==> config.mk <==
export PLATFORM = sky130hd
export DESIGN_NAME = s27_resp_misr
export DESIGN_NICKNAME = d
export VERILOG_FILES = /design/src/rtl/s27_resp_misr.sv
export SDC_FILE = /design/constraint.sdc
export NUM_CORES = 1
export LEC_CHECK = 0
export CAP_MARGIN = 20
export CORE_MARGIN = 2
export CORE_UTILIZATION = 42
export CTS_CLUSTER_DIAMETER = 60
export DETAILED_ROUTE_END_ITERATION = 12
export PLACE_DENSITY = 0.8
export SYNTH_ARGS = -nofsm -noshare
export SYNTH_HDL_FRONTEND = slang
export SYNTH_SLANG_ARGS = --single-unit
==> constraint.sdc <==
create_clock -name CK -period 2 [get_ports CK]
set_input_delay 0.3 -clock CK [delete_from_list [all_inputs] [get_ports CK]]
set_output_delay 0.3 -clock CK [all_outputs]
set_load 0.02 [all_outputs]
==> src/rtl/s27_resp_misr.sv <==
// Single-input MISR response compactor for the s27 G17 output: folds LEN samples
// into a signature and flags PASS against EXP_SIG. Optional ONES counter: S27_RESP_ONES_EN.
module s27_resp_misr #(
  parameter int                 SIG_W = 16,
  parameter int                 CNT_W = 16,
  parameter logic [SIG_W-1:0]   POLY  = 16'h1021,
  parameter logic [SIG_W-1:0]   SEED  = 16'hFFFF
) (
  input  logic             CK,
  input  logic             RST,
  input  logic             START,
  input  logic [CNT_W-1:0] LEN,
  input  logic             G17,
  input  logic [SIG_W-1:0] EXP_SIG,
  output logic             BUSY,
  output logic             DONE,
  output logic [SIG_W-1:0] SIG,
  output logic             PASS,
  output logic [CNT_W-1:0] ONES
);

  typedef enum logic [1:0] {
    S_IDLE    = 2'd0,
    S_CAPTURE = 2'd1,
    S_REPORT  = 2'd2
  } state_t;

  state_t           r_state;
  state_t           w_state_nxt;
  logic [CNT_W-1:0] r_rem;
  logic [SIG_W-1:0] r_sig;
  logic             r_pass;
  logic [SIG_W-1:0] w_sig_nxt;
  logic             w_start_ok;
  logic             w_capture;
  logic             w_last;

  assign w_start_ok = (r_state == S_IDLE) && START;
  assign w_capture  = (r_state == S_CAPTURE);
  assign w_last     = w_capture && (r_rem == CNT_W'(1));

  // Shift left, fold the polynomial in when the MSB falls out, inject G17 at bit 0.
  assign w_sig_nxt = {r_sig[SIG_W-2:0], 1'b0}
                   ^ (r_sig[SIG_W-1] ? POLY : '0)
                   ^ {{(SIG_W-1){1'b0}}, G17};

  // NOTE: sequential state uses non-blocking (<=) so every flop samples pre-edge values.
  always_ff @(posedge CK) begin
    if (RST) r_state <= S_IDLE;
    else     r_state <= w_state_nxt;
  end

  // NOTE: next-state gets a default first so no path leaves it unassigned (no latch).
  always_comb begin
    w_state_nxt = r_state;
    unique case (r_state)
      S_IDLE: begin
        if (START) w_state_nxt = (LEN == '0) ? S_REPORT : S_CAPTURE;
      end
      S_CAPTURE: begin
        if (w_last) w_state_nxt = S_REPORT;
      end
      S_REPORT: w_state_nxt = S_IDLE;
      default:  w_state_nxt = S_IDLE;
    endcase
  end

  always_ff @(posedge CK) begin
    if (RST) begin
      r_rem  <= '0;
      r_sig  <= SEED;
      r_pass <= 1'b0;
    end else if (w_start_ok) begin
      r_rem  <= LEN;
      r_sig  <= SEED;
      // An empty window reports immediately, so its verdict is the seed itself.
      r_pass <= (LEN == '0) && (SEED == EXP_SIG);
    end else if (w_capture) begin
      r_rem <= r_rem - CNT_W'(1);
      r_sig <= w_sig_nxt;
      if (w_last) r_pass <= (w_sig_nxt == EXP_SIG);
    end
  end

`ifdef S27_RESP_ONES_EN
  logic [CNT_W-1:0] r_ones;

  always_ff @(posedge CK) begin
    if (RST)                  r_ones <= '0;
    else if (w_start_ok)      r_ones <= '0;
    else if (w_capture && G17) r_ones <= r_ones + CNT_W'(1);
  end

  assign ONES = r_ones;
`else
  assign ONES = '0;
`endif

  assign BUSY = (r_state == S_CAPTURE);
  assign DONE = (r_state == S_REPORT);
  assign SIG  = r_sig;
  assign PASS = r_pass;

endmodule

==> impl_metrics.ini <==
[synth]
ys_types = 43
synth_top_cell_by_area = dfxtp_1
synth_area_leaders = dfxtp_1, buf_4, xor2_1
postSynthCellCount = 279
synth.cell_area_um2 = 2180
postSynthAreaPerCell_um2 = 7.81
synth_top_area_frac = 0.321
ys.flop_type = dfxtp_1
ys_seq_elements = 35
seq_area_frac_synth = 0.321
synth-edff-count = 0
ys.warnings.count = 0
async_flop_share = 0

[grt]
antenna_found_initial = 0
grt_overflow = 0
grt_pass1_vias = 2054
grt_max_degree = 30
grt_usage = 0.209
grt_pass1_wl_mm = 9.96

[cells_and_area]
n_antenna_cell = 0
nets = 373
drive_above_1_share = 0.137
final_common_cell = clkdlybuf4s50_1
area_delta_synth_final_pct = 32.7
final_cell_mix = clkdlybuf4s50_1, nand2_1, dfxtp_1
design_area_um2 = 2890

[cts]
cts_root_buffer = clkbuf_8
cts_made_buffers = 5
insertion_delay_ns = 0.29
cts_tree = done
clock_path_buffers = 2
htreeDepth = 2
clkTransAtPathRegs_ns = 0.07
postCtsHoldBufs = 0
clock-sinks = 35

[run_status]
status = complete, but fails checks
violations = negative setup slack

[power_and_ir_drop]
pwr-share-comb = 0.334
p_sw_frac = 0.334
leakage_nw = 1.16
clkPwrFrac = 0.252
cellPowerDensity_nw_per_um2 = 683
power_mw = 1.98
p_seq_frac = 0.413
switching_power_mw = 0.660
vdd_drop_max_v = 0.000352
internal-power_mw = 1.32

[place]
place.gp.congestion = 0.896
io_buffers = 54
postPlaceCellArea_um2 = 2740
place_ws_ns = -0.0303
dp_hpwl_mm = 4.36

[worst_hold_path]
min_path_type = flip-flop to flip-flop
hold_path_end = r_rem[11]
whs_path_depth = 2
worstHoldStart = r_rem[11]

[floorplan]
core-area_um2 = 5040
io_pins = 71
chipWidth_um = 76.0
die_h_um = 76.0
initial_core_util = 0.432
row_count = 26
die_area_um2 = 5780

[worst_setup_path]
crit_path_end_kind = flip-flop
crit_type = flip-flop to flip-flop
r2r-start = r_rem[11]
r2r.worst_path.cells = 5
cp_max_fo = 3
crit_required_ns = 2.24
arrival_ns = 2.29
worstReg2RegEnd = PASS
r2r_slack_ns = -0.05
crit_path_start_kind = flip-flop

[drt]
drtIter0Drc = 146
top_layer = met4
postRouteAntennaNets = 0
drtPass1Iterations = 5
via_per_inst = 5.43
wirelength_mm = 6.05
drc_errors = 0
met1_length_mm = 2.59
met2WireLength_mm = 2.97
routedWlPerCell_um = 14.9
vias = 2205
wl_met3_um = 416

[sta]
timing_hold_violations_final = 0
worst_clock_skew_ns = 0.00530
tns_ns = -0.0483
maxSlewViolCount = 0
final.min_clock_period_ns = 2.05
setup_violations = 1
postLayoutSetupSlackWorst_ns = -0.0483
fmax_mhz = 488
rsz0062_at_grt = yes
finalCritPeriodShare = 1.02

[run]
drv_cap = 0
-- kinds of logic after synthesis --
family,Yosys count,synth area share
compound gates,39,0.124
mux,1,0.00517
simple gates,127,0.297
fa+ha+maj,2,0.0115
other cells,1,0.00172
xor+xnor,27,0.108
buf+inv,47,0.131
flops,35,0.321
-- cell type report --
type                            instances  area, um2
Clock buffer                            7       76.3
Fill cell                             459       2150
Inverter                                5       18.8
Timing Repair Buffer                   76        709
Multi-Input combinational cell        212       1290
Tap cell                               70       87.6
Clock inverter                          1       5.00
Sequential cell                        35        704
-- layer usage --
metal,vias up,track usage
li1,1051,-
met1,1044,0.271
met2,102,0.341
met3,8,0.0533
met4,0,0.0709
met5,-,0
-- registers in the layout (all words and copies together) (netlist names) --
register / cells
SIG: 16
r_rem: 16
r_state: 2
PASS: 1
-- cells in the mapped netlist (all sizes together), types with 2 or more instances --
library cell	n
a21oi	9
inv	5
a31oi	2
nand4b	2
or4	3
buf	30
clkbuf	12
nor4	12
and3	2
nand3	19
nand2b	3
dfxtp	35
o21ai	6
nand4	2
a211oi	4
ha	2
o22ai	4
a22oi	3
or2	2
nand3b	4
nor3	9
xor2	20
a222oi	5
nand2	39
nor2	24
xnor2	7
o211ai	2
-- critical path: stages, from the launching register on --
cell and delay (ns):
dfxtp_2 0.32, or4_4 0.53, or2_4 0.27, or4_4 0.43
nor4_2 0.29, or3_1 0.15
-- power by group through the flow --
stage	logic [mW]	clock network, mW	registers [mW]
6_report	0.661	0.499	0.816
5_1_grt	0.718	0.539	0.824
4_1_cts	0.620	0.509	0.811
3_5_place_dp	0.611	0	0.827
3_3_place_gp	0.599	0	0.825
2_1_floorplan	0.401	0	0.820
-- worst max-delay path by stage --
stage | to | slack (ns) | cells after the start | from
after floorplan | PASS | 0.00003 | 5 | r_rem[9]
after global routing | PASS | -0.07 | 5 | r_rem[11]
after CTS | BUSY | 0.02 | 3 | r_state[0]
final | PASS | -0.05 | 5 | r_rem[11]
after detailed placement | PASS | -0.03 | 5 | r_rem[9]
after global placement | PASS | 0.01 | 5 | r_rem[9]
-- metrics by stage --
step / cells / utilization / hold WS, ns
floorplan: 294 / - / 0.458
global placement: 395 / 0.544 / 0.473
detailed placement: 395 / 0.544 / 0.484
CTS: 403 / 0.562 / 0.493
global route: 406 / 0.573 / 0.515
finish: 406 / 0.573 / 0.490
-- what timing repair did --
item,CTS,global route
gates resized for setup,2,8
setup buffers,0,3
endpoints found under the setup margin,2,6
pin swaps,3,7
(Power assumes the default switching activity.)
